==> src/rtl/decrypt_iter_pkg.sv <==
// Shared DES constants, permutation/S-box tables and the combinational pre/round/post helpers
// used by the iterative decryptor and its inverse key schedule.
package decrypt_iter_pkg;

  localparam int N_K = 64;
  localparam int N_B = 64;
  localparam int N_R = 16;

  typedef enum logic [1:0] {
    IDLE = 2'd0,
    RUN  = 2'd1,
    DONE = 2'd2
  } state_e;

  typedef struct packed {
    logic [31:0] l;
    logic [31:0] r;
    logic [55:0] cd;
  } pre_t;

  // Right-rotate amount applied to CD ahead of decryption round d; entry 0 is never used.
  localparam logic [1:0] ROT_TAB [16] = '{
    2'd0, 2'd1, 2'd2, 2'd2, 2'd2, 2'd2, 2'd2, 2'd2,
    2'd1, 2'd2, 2'd2, 2'd2, 2'd2, 2'd2, 2'd2, 2'd1
  };

  localparam int IP_T [64] = '{
    58, 50, 42, 34, 26, 18, 10, 2,  60, 52, 44, 36, 28, 20, 12, 4,
    62, 54, 46, 38, 30, 22, 14, 6,  64, 56, 48, 40, 32, 24, 16, 8,
    57, 49, 41, 33, 25, 17,  9, 1,  59, 51, 43, 35, 27, 19, 11, 3,
    61, 53, 45, 37, 29, 21, 13, 5,  63, 55, 47, 39, 31, 23, 15, 7
  };

  localparam int FP_T [64] = '{
    40, 8, 48, 16, 56, 24, 64, 32,  39, 7, 47, 15, 55, 23, 63, 31,
    38, 6, 46, 14, 54, 22, 62, 30,  37, 5, 45, 13, 53, 21, 61, 29,
    36, 4, 44, 12, 52, 20, 60, 28,  35, 3, 43, 11, 51, 19, 59, 27,
    34, 2, 42, 10, 50, 18, 58, 26,  33, 1, 41,  9, 49, 17, 57, 25
  };

  localparam int E_T [48] = '{
    32,  1,  2,  3,  4,  5,   4,  5,  6,  7,  8,  9,
     8,  9, 10, 11, 12, 13,  12, 13, 14, 15, 16, 17,
    16, 17, 18, 19, 20, 21,  20, 21, 22, 23, 24, 25,
    24, 25, 26, 27, 28, 29,  28, 29, 30, 31, 32,  1
  };

  localparam int P_T [32] = '{
    16,  7, 20, 21, 29, 12, 28, 17,   1, 15, 23, 26,  5, 18, 31, 10,
     2,  8, 24, 14, 32, 27,  3,  9,  19, 13, 30,  6, 22, 11,  4, 25
  };

  localparam int PC1_T [56] = '{
    57, 49, 41, 33, 25, 17,  9,   1, 58, 50, 42, 34, 26, 18,
    10,  2, 59, 51, 43, 35, 27,  19, 11,  3, 60, 52, 44, 36,
    63, 55, 47, 39, 31, 23, 15,   7, 62, 54, 46, 38, 30, 22,
    14,  6, 61, 53, 45, 37, 29,  21, 13,  5, 28, 20, 12,  4
  };

  localparam int PC2_T [48] = '{
    14, 17, 11, 24,  1,  5,   3, 28, 15,  6, 21, 10,
    23, 19, 12,  4, 26,  8,  16,  7, 27, 20, 13,  2,
    41, 52, 31, 37, 47, 55,  30, 40, 51, 45, 33, 48,
    44, 49, 39, 56, 34, 53,  46, 42, 50, 36, 29, 32
  };

  // Each S-box is four 16-nibble rows, row 0 in the most significant bits.
  localparam logic [255:0] SBOX [8] = '{
    256'hE4D12FB83A6C5907_0F74E2D1A6CB9538_41E8D62BFC973A50_FC8249175B3EA06D,
    256'hF18E6B34972DC05A_3D47F28EC01A69B5_0E7BA4D158C6932F_D8A13F42B67C05E9,
    256'hA09E63F51DC7B428_D70934A6285ECBF1_D6498F30B12C5AE7_1AD069874FE3B52C,
    256'h7DE3069A1285BC4F_D8B56F03472C1AE9_A690CB7DF13E5284_3F06A1D8945BC72E,
    256'h2C417AB6853FD0E9_EB2C47D150FA3986_421BAD78F9C5630E_B8C71E2D6F09A453,
    256'hC1AF92680D34E75B_AF427C9561DE0B38_9EF528C3704A1DB6_432C95FABE17608D,
    256'h4B2EF08D3C975A61_D0B7491AE35C2F86_14BDC37EAF680592_6BD814A7950FE23C,
    256'hD2846FB1A93E50C7_1FD8A374C56B0E92_7B419CE206ADF358_21E74A8DFC90356B
  };

  function automatic logic [63:0] ip_perm(input logic [63:0] x);
    logic [63:0] y = '0;
    for (int j = 0; j < 64; j++) y[6'(63 - j)] = x[6'(64 - IP_T[6'(j)])];
    return y;
  endfunction

  function automatic logic [63:0] fp_perm(input logic [63:0] x);
    logic [63:0] y = '0;
    for (int j = 0; j < 64; j++) y[6'(63 - j)] = x[6'(64 - FP_T[6'(j)])];
    return y;
  endfunction

  function automatic logic [47:0] e_perm(input logic [31:0] x);
    logic [47:0] y = '0;
    for (int j = 0; j < 48; j++) y[6'(47 - j)] = x[5'(32 - E_T[6'(j)])];
    return y;
  endfunction

  function automatic logic [31:0] p_perm(input logic [31:0] x);
    logic [31:0] y = '0;
    for (int j = 0; j < 32; j++) y[5'(31 - j)] = x[5'(32 - P_T[5'(j)])];
    return y;
  endfunction

  function automatic logic [55:0] pc1_perm(input logic [63:0] x);
    logic [55:0] y = '0;
    for (int j = 0; j < 56; j++) y[6'(55 - j)] = x[6'(64 - PC1_T[6'(j)])];
    return y;
  endfunction

  function automatic logic [47:0] pc2_perm(input logic [55:0] x);
    logic [47:0] y = '0;
    for (int j = 0; j < 48; j++) y[6'(47 - j)] = x[6'(56 - PC2_T[6'(j)])];
    return y;
  endfunction

  function automatic logic [3:0] sbox(input logic [2:0] box, input logic [5:0] b);
    logic [5:0]   pos = {b[5], b[0], b[4:1]};
    logic [255:0] tab = SBOX[box];
    return tab[8'(255 - 4 * int'(pos)) -: 4];
  endfunction

  function automatic logic [31:0] feistel(input logic [31:0] r, input logic [47:0] sk);
    logic [47:0] x = e_perm(r) ^ sk;
    logic [31:0] s = '0;
    for (int j = 0; j < 8; j++) s[5'(31 - 4 * j) -: 4] = sbox(3'(j), x[6'(47 - 6 * j) -: 6]);
    return p_perm(s);
  endfunction

  function automatic logic [27:0] rotr28(input logic [27:0] x, input logic [1:0] n);
    case (n)
      2'd1:    return {x[0], x[27:1]};
      2'd2:    return {x[1:0], x[27:2]};
      default: return x;
    endcase
  endfunction

  function automatic pre_t pre_processing(input logic [63:0] k, input logic [63:0] c);
    logic [63:0] ipv = ip_perm(c);
    pre_t p;
    p.l  = ipv[63:32];
    p.r  = ipv[31:0];
    p.cd = pc1_perm(k);
    return p;
  endfunction

  function automatic logic [63:0] round(input logic [31:0] l, input logic [31:0] r,
                                        input logic [47:0] sk);
    return {r, l ^ feistel(r, sk)};
  endfunction

  // Final halves are swapped before the inverse initial permutation.
  function automatic logic [63:0] post_processing(input logic [31:0] l, input logic [31:0] r);
    return fp_perm({r, l});
  endfunction

endpackage

==> src/rtl/decrypt_iter_key_schedule_inv.sv <==
// Reverse-direction DES key schedule step: subkey for the current CD and the CD
// pre-rotated right for the following decryption round.
module key_schedule_inv
  import decrypt_iter_pkg::*;
(
  input  logic [55:0] x,
  input  logic [3:0]  i,
  output logic [47:0] k,
  output logic [55:0] r
);

  logic [3:0] next_i;
  logic [1:0] amt;

  // At i=15 the index wraps to the unused entry 0, which is harmless since r is then ignored.
  always_comb begin
    next_i = i + 4'd1;
    amt    = ROT_TAB[next_i];
    k      = pc2_perm(x);
    r      = {rotr28(x[55:28], amt), rotr28(x[27:0], amt)};
  end

endmodule

==> src/rtl/decrypt_iter.sv <==
// Iterative DES decryptor, one Feistel round per clock behind a 4-phase req/ack handshake.
// Define DECRYPT_ZEROISE_EN to clear m, L, R and CD on the edge where ack is released.
module decrypt_iter
  import decrypt_iter_pkg::*;
(
  input  logic           clk,
  input  logic           rst,
  input  logic           req,
  output logic           ack,
  input  logic [N_K-1:0] k,
  input  logic [N_B-1:0] c,
  output logic [N_B-1:0] m
);

  localparam logic [3:0] LAST_ROUND = 4'(N_R - 1);

  state_e         state_q, state_d;
  logic [3:0]     cnt_q, cnt_d;
  logic [31:0]    l_q, l_d, r_q, r_d;
  logic [55:0]    cd_q, cd_d;
  logic [N_B-1:0] m_q, m_d;
  logic           ack_q, ack_d;

  pre_t           pre;
  logic [63:0]    rnd;
  logic [47:0]    subkey;
  logic [55:0]    cd_next;

  key_schedule_inv u_ks (
    .x (cd_q),
    .i (cnt_q),
    .k (subkey),
    .r (cd_next)
  );

  always_comb begin
    pre     = pre_processing(k, c);
    rnd     = round(l_q, r_q, subkey);
    state_d = state_q;
    cnt_d   = cnt_q;
    l_d     = l_q;
    r_d     = r_q;
    cd_d    = cd_q;
    m_d     = m_q;
    ack_d   = ack_q;
    case (state_q)
      IDLE: begin
        if (req) begin
          l_d     = pre.l;
          r_d     = pre.r;
          cd_d    = pre.cd;
          cnt_d   = '0;
          state_d = RUN;
        end
      end
      RUN: begin
        l_d  = rnd[63:32];
        r_d  = rnd[31:0];
        cd_d = cd_next;
        // The counter parks on the last round; only the load path returns it to zero.
        if (cnt_q == LAST_ROUND) begin
          m_d     = post_processing(rnd[63:32], rnd[31:0]);
          ack_d   = 1'b1;
          state_d = DONE;
        end else begin
          cnt_d = cnt_q + 4'd1;
        end
      end
      DONE: begin
        if (!req) begin
          ack_d   = 1'b0;
          state_d = IDLE;
`ifdef DECRYPT_ZEROISE_EN
          m_d  = '0;
          l_d  = '0;
          r_d  = '0;
          cd_d = '0;
`endif
        end
      end
      default: state_d = IDLE;
    endcase
  end

  always_ff @(posedge clk or negedge rst) begin
    if (!rst) begin
      state_q <= IDLE;
      cnt_q   <= '0;
      l_q     <= '0;
      r_q     <= '0;
      cd_q    <= '0;
      m_q     <= '0;
      ack_q   <= 1'b0;
    end else begin
      state_q <= state_d;
      cnt_q   <= cnt_d;
      l_q     <= l_d;
      r_q     <= r_d;
      cd_q    <= cd_d;
      m_q     <= m_d;
      ack_q   <= ack_d;
    end
  end

  assign ack = ack_q;
  assign m   = m_q;

endmodule

==> config.mk <==
export PLATFORM = sky130hd
export DESIGN_NAME = decrypt_iter
export DESIGN_NICKNAME = d
export VERILOG_FILES = /design/src/rtl/decrypt_iter_pkg.sv /design/src/rtl/decrypt_iter_key_schedule_inv.sv /design/src/rtl/decrypt_iter.sv
export SDC_FILE = /design/constraint.sdc
export NUM_CORES = 1
export LEC_CHECK = 0
export CORE_AREA = 2 2 76 78
export DETAILED_ROUTE_END_ITERATION = 6
export DIE_AREA = 0 0 78 80
export PLACE_DENSITY = 0.79
export SYNTH_ARGS = -nofsm -noshare
export SYNTH_HDL_FRONTEND = slang
export SYNTH_HIERARCHICAL = 1
export SYNTH_SLANG_ARGS = --single-unit
==> constraint.sdc <==
create_clock -name clk -period 1.1 [get_ports clk]
set_input_delay 0.11 -clock clk [delete_from_list [all_inputs] [get_ports clk]]
set_output_delay 0.11 -clock clk [all_outputs]
set_load 0.01 [all_outputs]
-- Word level (Yosys, flattened, before mapping)
Cells that the tools add are included.
W data, S select, Z words.
- $add $sub $neg: 1
- equal/unequal tests: 7
- multiplexer cells: 10
- reduce and logical (&&, ||, !) cells: 6
- operator list (operator ; number):
    $reduce_and A3 Y1 ; 3
    $mux W4 ; 2
    $ne A2 B2 Y1 const B ; 4
    $pmux W4 S2 ; 1
    $mux W2 ; 3
    $pmux W2 S3 ; 1
    $add A4 B1 Y4 const B ; 1
    $eq A4 B4 Y1 const B ; 1
    $reduce_bool A2 Y1 ; 2
    $eq A2 B1 Y1 const B ; 1
    $eq A2 B2 Y1 const B ; 1
    $logic_not A2 Y1 ; 1
    $mux W1 ; 2
    $pmux W1 S2 ; 1
- register bits after elaboration: 7
- output and inout port bits: 65
- input port bits: 131

-- Longest topological paths before layout
Gate-level depths: netlist (run 1).
- word-level depth: 3
- depth in mapped cells: 4

-- Least setup slack after synthesis (run 1)
No wires, ideal clock.
- path kind: register to register
- from: register cnt_q[0]
- to: register cnt_q[0]
- required time: 0.971 ns
- slack: -0.112 ns
- setup time: 0.129 ns
- clock period less this slack: 1.212 ns
- cell stages (with the launch flop): 5
- arrival: 1.084 ns
- path buffers: 0
- cells stage by stage: dfrtp_1 -> ha_1 -> and4_4 -> nor3_4 -> mux2i_1
- longest elaborated chain between the ends: 3
- RTL lines (what ; RTL line ; source):
    from (decl) ; decrypt_iter.sv:18 ; logic [3:0] cnt_q, cnt_d;
    from (signal assigned) ; decrypt_iter.sv:96 ; cnt_q <= cnt_d;
    $add A4 B1 Y4 or $eq A4 B4 Y1 (tied branches) ; decrypt_iter.sv:66, decrypt_iter.sv:61 ;
    $mux W4 or $ne A2 B2 Y1 (tied branches) ; - ;
    $pmux W4 S2 or $reduce_and A3 Y1 (tied branches) ; - ;
Parallel ways exist; a longest one is shown, timed or not. The select of a mux whose other input is x is not followed.
A chain may end at the register's enable or synchronous reset.

-- Worst setup path in the final report (run 1)
- from: register cnt_q[1]
- to: register cnt_q[0]
- longest elaborated chain between the ends: 3
- RTL lines (what ; RTL line ; source):
    $eq A4 B4 Y1 ; decrypt_iter.sv:61 ; if (cnt_q == LAST_ROUND) begin
    $ne A2 B2 Y1 (no line) ; - ;
    $reduce_and A3 Y1 (no line) ; - ;
No other way between the ends.

==> flow_summary.json, run 1 <==
{
  "setup.worst_path.start_class": "register",
  "clk_latency_ns": 0.23,
  "maxSlewViolCount": 0,
  "ff2ff_setup_slack_ns": -0.03,
  "design.core.area_um2": 5410,
  "synth_most_common_cell": "sky130_fd_sc_hd__buf_4",
  "grt_use_total_pct": 2.81,
  "worstReg2RegEnd": "cnt_q[0]",
  "synth_sequential_area_ratio_pct": 20.6,
  "die_area_um2": 6240,
  "timing.rr.start": "cnt_q[1]",
  "grt_pass1_vias": 316,
  "placed_cells": 176,
  "grt_remaining_overflow": 0,
  "fill_cells": 625,
  "timing.critical_path.cells": "ha_2, and4_4, nor3_4, mux2i_1",
  "place.port_buffers": 3,
  "initial_antenna_violation_count": 0,
  "drc_errors": 0,
  "grt_first_pass_wirelength_um": 1330,
  "synthesis.area_per_instance_um2": 8.59,
  "synth_top_cell_area_share_pct": 56.5,
  "synth.ff_latch_count": 7,
  "die_h_um": 80,
  "fin_crit_sh_pct": 102,
  "unique_cell_type_count_in_the_yosys_netlist": 23,
  "status": "finished, violations left",
  "tritoncts": "yes",
  "synth.largest_area_cell": "sky130_fd_sc_hd__buf_4",
  "final.min_clock_period_ns": 1.13,
  "post-dp-hpwl_um": 840,
  "setup_tns_ns": -0.0652,
  "critical_path_class": "register to register",
  "power-per-cell-area_nw_per_um2": 1970,
  "initialDrtViolationCount": 6,
  "initial_utilization_pct": 15.7,
  "dominantRegCellSynth": "sky130_fd_sc_hd__dfrtp_1",
  "cts-htree-levels": 1,
  "post_synthesis_instance_total": 99,
  "via_count_of_the_routed_design": 479,
  "number_of_enable_flip_flop_cells_after_synthesis": 0,
  "rsz0062_at_grt": "yes",
  "ys.warnings.count": 6,
  "drt_pass1_iterations": 3,
  "layout.core_utilization_pct": 15.2,
  "setup_viol": 4,
  "leak_pwr_nw": 0.426,
  "worst_clock_skew_ns": 0.00650,
  "rows": 27,
  "post_synth_main_area_contributors": "sky130_fd_sc_hd__buf_4 56%, sky130_fd_sc_hd__dfrtp_1 21%, sky130_fd_sc_hd__nor3_4 1.9%",
  "grt_start_max_net_pins": 10,
  "layout-area-overhead-vs-synth_pct": -3.53,
  "fmax_ghz": 0.887,
  "vdd_ir_drop_max_mv": 0.997,
  "maximum_capacitance_violations": 0,
  "syn-cell-area_um2": 851,
  "instances_no_fill": 183,
  "multi_input_comb_area_um2": 422,
  "post_drt_via_cell_ratio": 2.62,
  "cts-buffers-inserted": 3,
  "ios": 196,
  "worstRegToRegCells": 4,
  "synthTopCellsByCount": "64 x sky130_fd_sc_hd__buf_4, 7 x sky130_fd_sc_hd__dfrtp_1, 3 x sky130_fd_sc_hd__a21oi_1, 3 x sky130_fd_sc_hd__nor2_1, 3 x sky130_fd_sc_hd__o21ai_0",
  "layout-drive-gt1-share_pct": 15.3,
  "crit_path_required_time_ns": 1.21,
  "fin_ws_ns": -0.0273,
  "nets": 244,
  "max_stage_delay_ns": 0.38,
  "critical_path_slowest_stage_cell": "sky130_fd_sc_hd__dfrtp_1",
  "worstHoldPathType": "primary input to asynchronous set/reset pin",
  "cts_root_buffer": "sky130_fd_sc_hd__clkbuf_8",
  "postCtsHoldBufs": 0,
  "crit_fanout": 3,
  "critical_path.endpoint_type": "register",
  "async_sr_flop_fraction_pct": 100,
  "register_area_um2": 175,
  "route.detailed.wl_per_inst_um": 5.81,
  "fin_hold_viols": 0,
  "gp_routability_congestion": 0.787,
  "clock_sinks": 7,
  "chipWidth_um": 78,
  "cts-root-to-sink-buffers": 2,
  "wirelength_um": 1060,
  "postRouteAntennaNets": 0,
  "clk_pin_slew_worst_paths_ns": 0.04,
  "timing.critical_path.buf_inv": 0,
  "cp_data_arrival_time_ns": 1.23,
  "antenna-diode-count": 0,
  "failed_checks": "setup timing",
  "critPathTopFamily": "flip-flops"
}
## cell type report
type	instances	area share, %
well taps	72	11.0
flip-flops and latches	7	21.3
clock buffers	4	5.49
repair buffers	10	9.91
inverters	2	0.915
multi-input cells	88	51.4
## registers in the layout, summed over array words and instances, names as in the netlist
signal   cells
cnt_q        4
state_q      2
ack          1
## per-layer routing
layer	GRT usage [%]	part of all wire, %
met1	2.85	34
met2	4.74	46
met3	0.679	17
met4	2.63	3.0
met5	0	0
## cells in the final DEF (no fill, tap or decap), drive strengths merged
master          n
o2bb2ai         1
clkdlybuf4s50   2
nand4b          1
ha              1
and3            2
nor3            1
clkbuf          4
conb           64
nor2            3
dfrtp           7
inv             2
a311oi          1
a21oi           3
buf             7
a31oi           1
dlygate4sd2     1
o21ai           3
mux2i           1
nand3           2
nand2           1
and4            1
nand2b          2
## cell families after synthesis
logic type / Yosys count / share of synthesized area, %
AO/OA/AOI/OAI: 9 / 7.06
AND/OR/NAND/NOR: 13 / 11.3
multiplexers: 1 / 1.18
flip-flops: 7 / 20.6
buffers and inverters: 67 / 57.9
other: 1 / 0.441
adder cells (fa/ha/maj): 1 / 1.47
## worst register-to-register path, delay by kind of cell, from the launching register on
family,cells,cell delay [ns]
adder cells (fa/ha/maj),1,0.21
flip-flops,1,0.38
multiplexers,1,0.10
AND/OR/NAND/NOR,2,0.31
## power by group
part           switching [W]  internal, W
clock               0.000118     0.000251
sequential          0.000129     0.000368
combinational       0.000364     0.000383
## what timing repair did
action,4_1_cts,5_1_grt
setup buffers,2,1
resized for setup,1,0
endpoints found under the setup margin,6,6
pin swaps,2,0
## through the flow
stage / hold slack (ns) / setup slack [ns] / area (µm²) / power, W
6_report: 0.145 / -0.0273 / 821 / 0.00161
3_3_place_gp: 0.383 / -0.0456 / 754 / 0.00113
4_1_cts: 0.153 / -0.0311 / 813 / 0.00160
2_1_floorplan: -0.186 / 0.00461 / 1090 / 0.00116
5_1_grt: 0.155 / -0.0971 / 821 / 0.00174
3_5_place_dp: 0.399 / -0.0603 / 754 / 0.00117
## worst max-delay path by stage
stage / start / to / slack [ns] / cells after the start
detailed placement: req / cnt_q[0] / -0.06 / 4
CTS: cnt_q[1] / cnt_q[0] / -0.03 / 4
global route: cnt_q[1] / cnt_q[0] / -0.1 / 4
global placement: req / cnt_q[0] / -0.05 / 4
finish: cnt_q[1] / cnt_q[0] / -0.03 / 4
floorplan: cnt_q[0] / cnt_q[3] / 0.005 / 4
(Power assumes the default switching activity.)
==> run 2, diff against run 1 <==
--- a/config.mk
+++ b/config.mk
@@ -5,10 +5,11 @@
 export SDC_FILE = /design/constraint.sdc
 export NUM_CORES = 1
 export LEC_CHECK = 0
-export CORE_AREA = 2 2 76 78
+export CORE_AREA = 2 2 77 79
 export DETAILED_ROUTE_END_ITERATION = 6
-export DIE_AREA = 0 0 78 80
-export PLACE_DENSITY = 0.79
+export DIE_AREA = 0 0 79 81
+export DONT_BUFFER_PORTS = 1
+export PLACE_DENSITY = 0.3
 export SYNTH_ARGS = -nofsm -noshare
 export SYNTH_HDL_FRONTEND = slang
 export SYNTH_HIERARCHICAL = 1
==> run 2 against run 1 <==
  * The flow still finishes with violations (setup timing)
  * Clock skew decreased by 0.0027 ns
  * Maximum frequency decreased by 2.2%
  * Clock power decreased by 1%
  * Worst setup slack got worse by 0.025 ns
  * Non-clock buffer count decreased by 2
  * Largest power group unchanged
  * Highest routed layer is now met3
==> flow_summary.json, run 2 (synthesis results as in run 1) <==
{
  "drt_pass1_iterations": 2,
  "fin_crit_sh_pct": 105,
  "grt_start_max_net_pins": 8,
  "sw_frac_of_total_pct": 38.1,
  "clockPowerShare_pct": 21.8,
  "status": "finished, violations left",
  "critical_path.endpoint_type": "register",
  "crit_fanout": 3,
  "part_of_the_power_in_registers_pct": 31.3,
  "final.min_clock_period_ns": 1.15,
  "fin_ws_ns": -0.0522,
  "initial_utilization_pct": 15.0,
  "clk_latency_ns": 0.23,
  "fin_hold_viols": 0,
  "design.core.area_um2": 5680,
  "cts_root_buffer": "sky130_fd_sc_hd__clkbuf_8",
  "startpoint": "cnt_q[1]",
  "die_h_um": 81,
  "timing.rr.start": "cnt_q[1]",
  "critical_path_class": "register to register",
  "switching_power_w": 0.000637,
  "grt_pass1_vias": 338,
  "rsz0062_at_grt": "yes",
  "initialDrtViolationCount": 18,
  "grt_first_pass_wirelength_um": 1630,
  "cts-htree-levels": 1,
  "setup.worst_path.start_class": "register",
  "initial_antenna_violation_count": 0,
  "share_comb_of_total_power_pct": 46.9,
  "layout.cells.most_common": "sky130_fd_sc_hd__conb_1",
  "layout.core_utilization_pct": 14.5,
  "multi_input_comb_area_um2": 439,
  "rows": 28,
  "nets": 242,
  "cts-root-to-sink-buffers": 2,
  "place.port_buffers": 0,
  "worst_clock_skew_ns": 0.00384,
  "maxSlewViolCount": 0,
  "clock_sinks": 7,
  "worstHoldStart": "req",
  "internal_power_w": 0.00103,
  "cts-buffers-inserted": 3,
  "route.detailed.wl_per_inst_um": 5.90,
  "layout-drive-gt1-share_pct": 18.3,
  "crit_path_required_time_ns": 1.20,
  "grt_use_total_pct": 3.49,
  "tritoncts": "yes",
  "die_area_um2": 6400,
  "gp_routability_congestion": 0.667,
  "max_flop_register": "cnt_q",
  "postRouteAntennaNets": 0,
  "layout.cells.most_common_list": "64 x sky130_fd_sc_hd__conb_1, 7 x sky130_fd_sc_hd__buf_4, 6 x sky130_fd_sc_hd__dfrtp_1",
  "grt_remaining_overflow": 0,
  "largest_reg_flops": 4,
  "cts_post_setup_buffers_inserted": 0,
  "worstHoldPathType": "primary input to register",
  "cp_data_arrival_time_ns": 1.25,
  "post_drt_via_cell_ratio": 2.51,
  "power-per-cell-area_nw_per_um2": 2030,
  "failed_checks": "setup timing",
  "chipWidth_um": 79,
  "layout-area-overhead-vs-synth_pct": -3.09,
  "leak_pwr_nw": 0.421,
  "fill_cells": 660,
  "drc_errors": 0,
  "fmax_ghz": 0.868,
  "vdd_ir_drop_max_mv": 0.624,
  "post-dp-hpwl_um": 917,
  "antenna-diode-count": 0,
  "setup_viol": 3,
  "ios": 196,
  "clk_pin_slew_worst_paths_ns": 0.04,
  "placedInstanceArea_um2": 751,
  "final_cell_area_um2": 825,
  "register_area_um2": 176,
  "wirelength_um": 1090,
  "via_count_of_the_routed_design": 461,
  "maximum_capacitance_violations": 0
}
==> run 2: power by group through the flow <==
stage / logic [W] / clock network, W / registers (W)
2_1_floorplan: 0.000704 / 0 / 0.000458
3_3_place_gp: 0.000761 / 0 / 0.000510
3_5_place_dp: 0.000737 / 0 / 0.000507
4_1_cts: 0.000766 / 0.000376 / 0.000517
5_1_grt: 0.000899 / 0.000403 / 0.000542
6_report: 0.000784 / 0.000365 / 0.000523
==> run 2: path summary, 6_finish.rpt <==
| kind | endpoint | slack (ns) | cells past startpoint |
|---|---|---|---|
| max | cnt_q[1] | -0.05 | 4 |
| min | ack | 0.04 | 2 |
| max reg2reg | cnt_q[1] | -0.05 | 4 |
| min reg2reg | cnt_q[0] | 0.61 | 2 |
| max in group asynchronous | state_q[0] | 0.58 | 1 |
| min in group asynchronous | cnt_q[3] | 0.23 | 1 |
==> run 2: timing repair <==
item | CTS | global route
hold buffers | 1 | 0
resized for setup | 1 | 4
endpoints found under the hold margin | 7 | 0
pin swaps | 0 | 2
endpoints found under the setup margin | 4 | 6
cloned | 0 | 0
==> run 2: cell type report <==
type                            count  area share (%)
Clock buffer                        4            5.46
Multi-Input combinational cell     88            53.3
Inverter                            2           0.910
Tap cell                           75            11.4
Sequential cell                     7            21.4
Timing Repair Buffer                8            7.59
==> run 2: critical path, cell delays in order, from the launching register on <==
cell                        delay [ns]
sky130_fd_sc_hd__dfrtp_1          0.40
sky130_fd_sc_hd__ha_4             0.18
sky130_fd_sc_hd__and4_4           0.16
sky130_fd_sc_hd__nor3_4           0.18
sky130_fd_sc_hd__o2bb2ai_1        0.11
==> run 2: per-layer routing <==
metal | GRT usage, % | wire length [µm] | share of wire, %
met2 | 4.58 | 429 | 40
met5 | 0 | 0 | 0
met4 | 1.03 | 0 | 0
met3 | 2.67 | 208 | 19
met1 | 4.36 | 447 | 41
==> run 2: stage by stage <==
stage	total power, W	setup WS (ns)	hold slack [ns]	TNS [ns]	std cells
5_1_grt	0.00184	-0.120	0.0698	-0.398	184
2_1_floorplan	0.00116	0.00461	-0.186	0	162
3_5_place_dp	0.00124	-0.0617	-0.185	-0.154	179
6_report	0.00167	-0.0522	0.0391	-0.123	184
3_3_place_gp	0.00127	-0.0877	-0.185	-0.265	179
4_1_cts	0.00166	-0.0582	0.0308	-0.141	184
